===== config.mk =====
export PLATFORM = sky130hd
export DESIGN_NAME = two_level_bp_gen2
export DESIGN_NICKNAME = d
export VERILOG_FILES = /design/src/rtl/bp_pkg.sv /design/src/rtl/bp_local_hist_table.sv /design/src/rtl/two_level_bp_gen2.sv
export SDC_FILE = /design/constraint.sdc
export NUM_CORES = 1
export LEC_CHECK = 0
export ABC_AREA = 1
export ABC_CLOCK_PERIOD_IN_PS = 3400
export CORE_ASPECT_RATIO = 0.7
export CORE_UTILIZATION = 35
export CTS_CLUSTER_DIAMETER = 50
export DETAILED_ROUTE_END_ITERATION = 8
export PLACE_DENSITY = 0.54
export SYNTH_ARGS = -nofsm -noshare
export SYNTH_HDL_FRONTEND = slang
export SYNTH_SLANG_ARGS = --single-unit

===== constraint.sdc =====
create_clock -name clk -period 3.4 [get_ports clk]
set_input_delay 0.34 -clock clk [delete_from_list [all_inputs] [get_ports clk]]
set_output_delay 0.34 -clock clk [all_outputs]
set_load 0.005 [all_outputs]

===== src/rtl/bp_pkg.sv =====
// Shared definitions for the PAg two-level branch predictor.
package bp_pkg;

  localparam int CNT_W_DEF = 2;

  function automatic int weak_nt(input int cnt_w);
    return (1 << (cnt_w - 1)) - 1;
  endfunction

  function automatic int sat_step(
    input int   cnt,
    input logic up,
    input int   cnt_w
  );
    int mx;
    mx = (1 << cnt_w) - 1;
    if (up)
      return (cnt >= mx) ? mx : cnt + 1;
    return (cnt <= 0) ? 0 : cnt - 1;
  endfunction

endpackage


===== src/rtl/bp_local_hist_table.sv =====
// Per-PC local history table: two async read ports, one sync write port.
module bp_local_hist_table #(
  parameter int HIST_W    = 4,
  parameter int BHT_IDX_W = 4
) (
  input  logic                 clk,
  input  logic                 rst,
  input  logic                 we_i,
  input  logic [BHT_IDX_W-1:0] waddr_i,
  input  logic [HIST_W-1:0]    wdata_i,
  input  logic [BHT_IDX_W-1:0] raddr_a_i,
  output logic [HIST_W-1:0]    rdata_a_o,
  input  logic [BHT_IDX_W-1:0] raddr_b_i,
  output logic [HIST_W-1:0]    rdata_b_o
);

  localparam int DEPTH = 2 ** BHT_IDX_W;

  logic [HIST_W-1:0] hist_q [DEPTH];

  always_ff @(posedge clk or posedge rst) begin
    if (rst) begin
      for (int i = 0; i < DEPTH; i++)
        hist_q[i] <= '0;
    end else if (we_i) begin
      hist_q[waddr_i] <= wdata_i;
    end
  end

  assign rdata_a_o = hist_q[raddr_a_i];
  assign rdata_b_o = hist_q[raddr_b_i];

endmodule


===== src/rtl/two_level_bp_gen2.sv =====
// PAg two-level branch predictor: per-PC local history feeding a shared PHT.
// Statistics counters are built only when BP_STATS_EN is defined.
module two_level_bp_gen2
  import bp_pkg::*;
#(
  parameter int HIST_W    = 4,
  parameter int BHT_IDX_W = 4,
  parameter int CNT_W     = CNT_W_DEF
) (
  input  logic                 clk,
  input  logic                 rst,
  input  logic                 pred_valid,
  input  logic [BHT_IDX_W-1:0] pred_pc,
  input  logic                 upd_valid,
  input  logic [BHT_IDX_W-1:0] upd_pc,
  input  logic                 upd_taken,
  input  logic                 upd_pred,
  output logic                 pre_valid,
  output logic                 pre_taken,
  output logic [31:0]          stat_lookups,
  output logic [31:0]          stat_mispred
);

  localparam int PHT_D = 2 ** HIST_W;
  localparam logic [CNT_W-1:0] CNT_RST = CNT_W'(weak_nt(CNT_W));

  logic [HIST_W-1:0] pred_hist;
  logic [HIST_W-1:0] upd_hist;
  logic [HIST_W-1:0] hist_nxt;
  logic [CNT_W-1:0]  pht_q [PHT_D];
  logic [CNT_W-1:0]  cnt_d;
  logic              pre_valid_q;
  logic              pre_taken_q;

  bp_local_hist_table #(
    .HIST_W    (HIST_W),
    .BHT_IDX_W (BHT_IDX_W)
  ) u_bht (
    .clk       (clk),
    .rst       (rst),
    .we_i      (upd_valid),
    .waddr_i   (upd_pc),
    .wdata_i   (hist_nxt),
    .raddr_a_i (pred_pc),
    .rdata_a_o (pred_hist),
    .raddr_b_i (upd_pc),
    .rdata_b_o (upd_hist)
  );

  generate
    if (HIST_W == 1) begin : g_h1
      assign hist_nxt = upd_taken;
    end else begin : g_hn
      assign hist_nxt = {upd_hist[HIST_W-2:0], upd_taken};
    end
  endgenerate

  always_comb begin
    cnt_d = CNT_W'(sat_step(int'(pht_q[upd_hist]), upd_taken, CNT_W));
  end

  always_ff @(posedge clk or posedge rst) begin
    if (rst) begin
      for (int i = 0; i < PHT_D; i++)
        pht_q[i] <= CNT_RST;
    end else if (upd_valid) begin
      pht_q[upd_hist] <= cnt_d;
    end
  end

  // Reads see pre-edge table state, so a colliding update is invisible here.
  always_ff @(posedge clk or posedge rst) begin
    if (rst) begin
      pre_valid_q <= 1'b0;
      pre_taken_q <= 1'b0;
    end else begin
      pre_valid_q <= pred_valid;
      if (pred_valid)
        pre_taken_q <= pht_q[pred_hist][CNT_W-1];
    end
  end

  assign pre_valid = pre_valid_q;
  assign pre_taken = pre_taken_q;

`ifdef BP_STATS_EN
  logic [31:0] lookups_q;
  logic [31:0] mispred_q;

  always_ff @(posedge clk or posedge rst) begin
    if (rst) begin
      lookups_q <= '0;
      mispred_q <= '0;
    end else begin
      if (pred_valid && lookups_q != '1)
        lookups_q <= lookups_q + 32'd1;
      if (upd_valid && (upd_pred != upd_taken) && mispred_q != '1)
        mispred_q <= mispred_q + 32'd1;
    end
  end

  assign stat_lookups = lookups_q;
  assign stat_mispred = mispred_q;
`else
  logic unused_pred;
  assign unused_pred  = upd_pred;
  assign stat_lookups = '0;
  assign stat_mispred = '0;
`endif

endmodule

Yosys cells after proc, flatten, opt, wreduce, memory -nomap -nowiden
Index checks and enable logic that the tools add are counted.
Operators by class
  $add $sub $neg: 2
  magnitude comparators: 8
  multiplexer cells: 23
  bitwise operators: 4
  reductions and logical operators: 2
Operator list (number)
  bitwise mux 64 bit: 1
  binary-select mux 4 bit (select 4 bit): 2
  bitwise mux 32 bit: 1
  greater-or-equal comparator 5 bit, second input constant: 4
  2-to-1 mux 4 bit: 5
  inverter 4 -> 5 bit: 4
  2-to-1 mux 2 bit: 9
  binary-select mux 2 bit (select 4 bit): 2
  demux 4 bit (select 4 bit): 1
  < comparator 5 x 1 -> 1 bit, second input constant: 2
  demux 2 bit (select 4 bit): 1
  adder 2 x 1 -> 2 bit, second input constant: 1
  greater-or-equal comparator 2 bit, second input constant: 1
  less-or-equal comparator 2 x 1 -> 1 bit, second input constant: 1
  logical AND 1 bit: 2
  subtractor 2 x 1 -> 2 bit, second input constant: 1
  2-to-1 mux 1 bit: 1
Word-level totals
  register bits: 98
  input bits: 14
  output and inout bits: 66
  logic and storage cells: 73

Longest topological paths before layout
Gate-level depths: netlist (run 1).
  depth in word-level cells: 13
  mapped depth: 21
  gate-level depth less buffers: 19

By module
From an unflattened synthesis (run 1), not the netlist that was laid out.
Unflattened totals
  cells, all modules: 940
  area, all modules: 6297.3 sq um
By module, submodules not included
  bp_local_hist_table: instances 1, cells each 574, area an instance 3789.9 sq um, sequential area each 1601.5 sq um
  two_level_bp_gen2: instances 1, cells each 366, area an instance 2507.4 sq um, sequential area each 870.8 sq um

Least setup slack after synthesis (run 1)
No wires, ideal clock.
  path type: input port to flip-flop
  start point: input port upd_pc[1]
  end point: register pht_q[31] (netlist name)
  setup time: 0.116 ns
  arrival: 2.049 ns
  data required time: 3.284 ns
  slack: 1.234 ns
  stages on the path: 19
  buffers on the path: 3
  cell sequence: buf_6 inv_4 nor2_1 buf_6 a21oi_1 nand2_1 nand2_1 nand2_2 nor2_4 nand3_1 nand3_1 nand2_1 nor2_2 nand2_4 nand2_2 nand2_4 buf_6 nand2_1 nand2_1
On the way
  longest elaborated chain between the ends: 13
  elaborated cells between the ends (all ways): 22
  those cells by class: add/sub (2); order compare (4); mux (13); bitwise (2); reduce/logical (1)
RTL lines
  start: declaration: line two_level_bp_gen2.sv:15  | input logic [BHT_IDX_W-1:0] upd_pc,
  inverter 4 -> 5 bit (not written as such) (*): line bp_local_hist_table.sv:31  | assign rdata_b_o = hist_q[raddr_b_i];
  binary-select mux 4 bit (select 4 bit) (*): line bp_local_hist_table.sv:31
  2-to-1 mux 4 bit (not written as such) (*) (2 in series): line bp_local_hist_table.sv:31
  inverter 4 -> 5 bit (not written as such) (*): line two_level_bp_gen2.sv:59, two_level_bp_gen2.sv:67
  binary-select mux 2 bit (select 4 bit): line two_level_bp_gen2.sv:59  | cnt_d = CNT_W'(sat_step(int'(pht_q[upd_hist]), upd_taken, CNT_W));
  2-to-1 mux 2 bit (not written as such) (2 in series): line two_level_bp_gen2.sv:59
  adder 2 x 1 -> 2 bit or greater-or-equal comparator 2 bit (tied branches): line bp_pkg.sv:18  | return (cnt >= mx) ? mx : cnt + 1;
  2-to-1 mux 2 bit: line bp_pkg.sv:18
  2-to-1 mux 2 bit: line bp_pkg.sv:17  | if (up)
  2-to-1 mux 2 bit: line bp_pkg.sv:19  | return (cnt <= 0) ? 0 : cnt - 1;
  bitwise mux 32 bit (*): line two_level_bp_gen2.sv:67  | pht_q[upd_hist] <= cnt_d;
  end signal: indexed assignment: line two_level_bp_gen2.sv:67
  end: declaration: line two_level_bp_gen2.sv:30  | logic [CNT_W-1:0] pht_q [PHT_D];
Mark *: on every way between the ends. The rest lies on a longest branch, timed or not. The select of a mux whose other input is x is not followed.
A chain may end at the register's enable or synchronous reset.

Worst setup path after layout (run 1)
  start point: input port upd_pc[1]
  end point: register pht_q[11] (netlist name)
The elaborated chain is that of the path after synthesis.

==> flow_summary.toml, run 1 <==
[worst_setup_path]
rr_worst_depth = 17
worstPathMaxFanout = 16
startpoint_type = "primary input"
r2r_start = "u_bht.hist_q[12]$_DFFE_PP0P_"
worstPathRequired_ps = 3650
reg2reg_to = "pht_q[11]$_DFFE_PP0P_"
rrSetupSlack_ps = 1090
crit_start = "upd_pc[1]"
crit_type = "in -> reg"
worstSetupEndpointType = "flip-flop"
worst_ep_arrival_time_ps = 3020

[cts]
tritoncts = "yes"
clockBufferDepth = 2
h-tree-depth = 3
cts_setup_buffers = 0
cts_sinks = 98
cts_hold_buf = 0
cts_made_buffers = 9
clk_latency_ps = 360
cts_resized = 0
root_buffer = "clkbuf_16"
clk_pin_slew_worst_paths_ps = 70

[final_layout]
syn_to_final_growth_pct = 9.497
nets = 912
antennaDiodeCount = 0
design_area_um2 = 6694
drive_gt1_share_pct = 10.63

[drt]
postRouteAntennaNets = 0
num_vias = 5289
wl_per_cell_um = 14.68
routed_via_density = 4.664
drt_wl_total_um = 16640
drc = 0
drt_iter0_markers = 649
first_pass_iters = 5

[die]
die_area_um2 = 18010
fp.dieH_um = 112.6
num_rows = 40
io_pins = 80
coreArea_um2 = 17120
die_w_um = 160.0
start_util_pct = 35.72

[synthesis]
yosysMostFrequentCell = "nand2_1"
ys_ff_latch = 98
synthCells = 869
yosysTopAreaCellShare_pct = 33.57
syn-cell-area_um2 = 6113
synth_edf_count = 0
synthArstFlopShare_pct = 100.0
synth_commonest_cells = "270 x nand2_1, 83 x inv_1, 82 x dfrtp_1"
synth_flop_cell = "dfrtp_1"
synth_warnings = 0
yosysTopAreaCell = "dfrtp_1"
postSynthAreaPerCell_um2 = 7.035
post_synth_num_cell_types = 28
ys_seq_area_share_pct = 40.44
synthTopCellsByArea = "dfrtp_1 34%, nand2_1 17%, buf_4 7.9%"

[global_routing]
grt_pass1_wl_um = 26870
grt-ovfl-total = 0
grt_max_degree = 60
grt_util_all_layers_pct = 19.72
grt_pass1_vias = 4602
antenna_found_initial = 0

[placed_design]
placed_cell_area_um2 = 6422
preCtsSetupSlack_ps = 276.2
dp_hpwl_um = 12100
port_buffers = 14
gp_congestion = 0.8860

[hold_path]
min_to = "pht_q[6]$_DFFE_PP1P_"
hp-start = "pht_q[6]$_DFFE_PP1P_"
min_path_cells = 2
min_path_type = "reg -> reg"

[sta]
drv_slew = 0
hold_viol_final = 0
min_period_ps = 2773
relSlewSlack_pct = 49.19
grt_setup_unrepaired = "no"
timing.setup.tns_ps = 0
timing.final.crit_share_pct = 81.56
skew_ps = 9.300
timing.final.ws_setup_ps = 627.1
setup_violations = 0
worst-slew-pin-transition_ps = 762.2
fmax_ghz = 0.3606

[pwr]
power_density_nw_per_um2 = 632.9
max-vdd-ir-drop_v = 0.0002776
leakagePower_nw = 3.259

[run_status]
outcome = "completed"

[flow_run]
maxCapViolations = 0
[power by group]
group / internal [mW] / switching, mW / total, mW
Sequential: 1.56 / 0.255 / 1.81
Clock: 0.498 / 0.478 / 0.977
Combinational: 0.554 / 0.893 / 1.45
Total: 2.61 / 1.63 / 4.24
[cell families (layout without fill, tap and decap cells)]
| family | after synthesis | after routing | share of synthesized area, % |
|---|---|---|---|
| buf+inv | 183 | 154 | 16.29 |
| flops | 98 | 98 | 40.44 |
| simple gates | 425 | 425 | 28.53 |
| mux | 2 | 2 | 0.3684 |
| compound gates | 160 | 160 | 14.31 |
| other cells | 1 | 64 | 0.06134 |
[per-layer routing]
layer	GRT usage (%)	part of all wire, %	vias to the layer above	wire [um]
met5	0	0	-	0
met1	33.50	55	2398	9124
met4	4.952	1.0	0	172
met3	4.028	7.5	12	1250
li1	-	-	2690	-
met2	23.74	37	189	6094
[worst max-delay path: stages]
cell and delay [ps]:
clkdlybuf4s50_1 580, inv_4 180, nor2_1 70, buf_4 180
a21oi_1 220, nand2_1 80, nand2_1 80, nand2_2 90
nor2_4 270, nand3_1 120, nand3_1 90, nand2_1 90
o21ai_2 180, buf_4 140, nand2_4 140, nand2_1 100
nand2_1 50
[final cells by class]
cell class	instances	area, um2
clock inverter	6	42.54
fill	1807	10420
multi-input combinational	651	2882
tap	231	289.0
timing repair buffer	47	432.9
sequential	98	2472
clock buffer	10	229.0
inverter	91	346.6
[worst max path at each step]
stage	endpoint	slack, ps	depth (start not counted)
floorplan	pht_q[11]$_DFFE_PP0P_	520	1
global placement	pht_q[31]$_DFFE_PP0P_	270	15
detailed placement	pht_q[15]$_DFFE_PP0P_	280	17
CTS	pht_q[11]$_DFFE_PP0P_	660	17
global route	pht_q[5]$_DFFE_PP0P_	320	17
finish	pht_q[11]$_DFFE_PP0P_	630	17
[registers in the layout, summed over array words and instances, names as in the netlist]
name and count:
u_bht.hist_q 64, pre_valid 1, pht_q 32, pre_taken 1
[metrics by stage]
stage	power, mW	std cells	util (%)	hold WS (ps)
floorplan	2.821	932	-	371.4
global placement	3.264	1118	37.52	456.9
detailed placement	3.272	1118	37.52	457.7
CTS	4.261	1134	39.11	468.0
global route	4.560	1134	39.11	485.0
finish	4.236	1134	39.11	466.7
[placed cells by master, fill, tap and decap left out, types with 16 or more instances in the layout]
cell,n
nor2_1,79
o211ai_1,28
inv_1,82
nand2_1,270
nand3_1,52
o21ai_0,64
conb_1,64
buf_4,29
dfrtp_1,82
a21oi_1,56
dfstp_2,16
No activity file was read; power rests on OpenSTA's default activity.
==> run 2, diff against run 1 <==
--- a/config.mk
+++ b/config.mk
@@ -6,12 +6,12 @@
 export NUM_CORES = 1
 export LEC_CHECK = 0
 export ABC_AREA = 1
-export ABC_CLOCK_PERIOD_IN_PS = 3400
+export ABC_CLOCK_PERIOD_IN_PS = 2450
 export CORE_ASPECT_RATIO = 0.7
 export CORE_UTILIZATION = 35
 export CTS_CLUSTER_DIAMETER = 50
 export DETAILED_ROUTE_END_ITERATION = 8
-export PLACE_DENSITY = 0.54
+export PLACE_DENSITY = 0.56
 export SYNTH_ARGS = -nofsm -noshare
 export SYNTH_HDL_FRONTEND = slang
 export SYNTH_SLANG_ARGS = --single-unit
==> constraint.sdc (replaced) <==
create_clock -name clk -period 2.45 [get_ports clk]
set_input_delay 0.245 -clock clk [delete_from_list [all_inputs] [get_ports clk]]
set_output_delay 0.245 -clock clk [all_outputs]
set_load 0.005 [all_outputs]
==> flow_summary.toml, run 2 (synthesized netlist as in run 1, its figures left out) <==
[sta]
timing.final.ws_setup_ps = 139.2
skew_ps = 8.899
fmax_ghz = 0.4327
grt_setup_unrepaired = "no"
whs_ps = 205.4
timing.final.crit_share_pct = 94.32
relSlewSlack_pct = 55.14
setup_violations = 0
drv_slew = 0
worst-slew-pin-transition_ps = 670.4
timing.setup.tns_ps = 0
min_period_ps = 2311
hold_viol_final = 0

[pwr]
seqPwrFrac_pct = 40.3
p_comb_share_pct = 36.4
p_sw_share_pct = 38.24
max-vdd-ir-drop_v = 0.0003724
clkPwrFrac_pct = 23.3
leakagePower_nw = 3.545
p_total_mw = 6.280
p_int_mw = 3.878
p_switching_mw = 2.402
power_density_nw_per_um2 = 864.8

[final_layout]
stdcell_count = 1175
final_common_cell = "nand2_1"
largest-register = "u_bht.hist_q"
antennaDiodeCount = 0
drive_gt1_share_pct = 15.78
layout_common_cells = "265 x nand2_1, 82 x inv_1, 82 x dfrtp_1, 77 x nor2_1, 64 x conb_1"
syn_to_final_growth_pct = 18.79
largestRegisters = "u_bht.hist_q x64, pht_q x32"
largest_register_ffs = 64
nets = 953

[placed_design]
port_buffers = 14
dp_hpwl_um = 13180
place_inst = 1152
gp_congestion = 0.9431
preCtsSetupSlack_ps = -543.6

[worst_setup_path]
worst_ep_arrival_time_ps = 2610
rrSetupSlack_ps = 220
worstPathRequired_ps = 2750
startpoint_type = "primary input"
worst_path_max_delay_cell = "dlygate4sd2_1"
cp_cell_sequence = "dlygate4sd2_1, inv_4, buf_12, nand2_4, o21ai_0, o21ai_1, nand2_1, nor2_4, inv_2, nor2_4, nand3_2, nand2_4, o21ai_4, nand2_2, clkbuf_16, nand3_1, nand2_1"
worstPathMaxFanout = 9
max_stage_delay_ps = 390
worstSetupEndpointType = "flip-flop"
crit_type = "in -> reg"

[drt]
drc = 0
drt_wl_total_um = 17840
wl_per_cell_um = 15.18
routed_via_density = 4.783
num_vias = 5620
first_pass_iters = 5
postRouteAntennaNets = 0
drt_iter0_markers = 609

[global_routing]
grt_pass1_wl_um = 27900
grt-ovfl-total = 0
antenna_found_initial = 0
grt_pass1_vias = 4930
grt_max_degree = 59
grt_util_all_layers_pct = 20.40

[run_status]
outcome = "completed"

[cts]
clk_pin_slew_worst_paths_ps = 70
root_buffer = "clkbuf_16"
cts_sinks = 98
clockBufferDepth = 2
tritoncts = "yes"
h-tree-depth = 3
clk_latency_ps = 350
cts_made_buffers = 9

[die]
io_pins = 80
num_rows = 40
die_w_um = 160.0
fp.dieH_um = 112.6
die_area_um2 = 18010
start_util_pct = 35.72
coreArea_um2 = 17120

[flow_run]
maxCapViolations = 0

[hold_path]
min_path_type = "in -> async"
-- run 2: cell count changes in the layout (fill, tap and decap cells not counted), sizes merged --
cell and delta:
buf +38, bufinv +1, clkbuf +4, clkdlybuf4s50 -2
clkinv -3, dlygate4sd2 +1, dlymetal6s2s +1, inv +1
-- run 2: worst max-delay path: cells and delay by family --
kind	cells	cell delay (ps)
buffers and inverters	5	870
AOI/OAI and AO/OA	3	400
and+or+nand+nor	9	1080
-- run 2: worst paths after layout --
kind                                              from                            to  depth (start not counted)
max                                          upd_pc[1]         pht_q[24]$_DFFE_PP1P_                         17
min                                                rst  u_bht.hist_q[19]$_DFFE_PP0P_                          2
max reg2reg                u_bht.hist_q[1]$_DFFE_PP0P_         pht_q[14]$_DFFE_PP1P_                         15
min reg2reg                      pht_q[18]$_DFFE_PP1P_         pht_q[18]$_DFFE_PP1P_                          2
max in group asynchronous                          rst         pht_q[16]$_DFFE_PP1P_                          3
min in group clk                            pred_valid           pre_valid$_DFF_PP0_                          1
-- run 2: stage by stage --
stage / instance area (um2) / util (%)
finish: 7262 / 42.43
global route: 7262 / 42.43
CTS: 7017 / 40.99
detailed placement: 6716 / 39.24
global placement: 6716 / 39.24
floorplan: 6354 / -
-- run 2: what timing repair did --
item / CTS / global route
cloned: 0 / 3
hold buffers: 0 / 0
buffers inserted: 0 / 4
pin swaps: 0 / 15
endpoints found under the setup margin: 32 / 32
gates resized for setup: 5 / 33
-- run 2: metal layers --
layer  track usage, %  up-vias  wire [um]
met5                0        -          0
met4            3.937        0        147
met3            4.841       14       1351
met2            26.38      197       6678
met1            33.18     2633       9662
li1                 -     2776          -
-- run 2: cell type report --
| cell class | count | area (um2) |
|---|---|---|
| Timing Repair Buffer | 88 | 854.6 |
| Clock inverter | 5 | 63.81 |
| Clock buffer | 11 | 232.7 |
| Fill cell | 1813 | 9854 |
| Inverter | 91 | 355.3 |
| Tap cell | 231 | 289.0 |
| Multi-Input combinational cell | 651 | 2994 |
| Sequential cell | 98 | 2472 |
-- run 2: power by group through the flow --
stage	Sequential (mW)	Clock (mW)	Combinational [mW]
finish	2.53	1.46	2.29
floorplan	2.42	0	1.50
detailed placement	2.54	0	2.03
CTS	2.52	1.50	2.03
global route	2.59	1.56	2.56
global placement	2.55	0	2.01
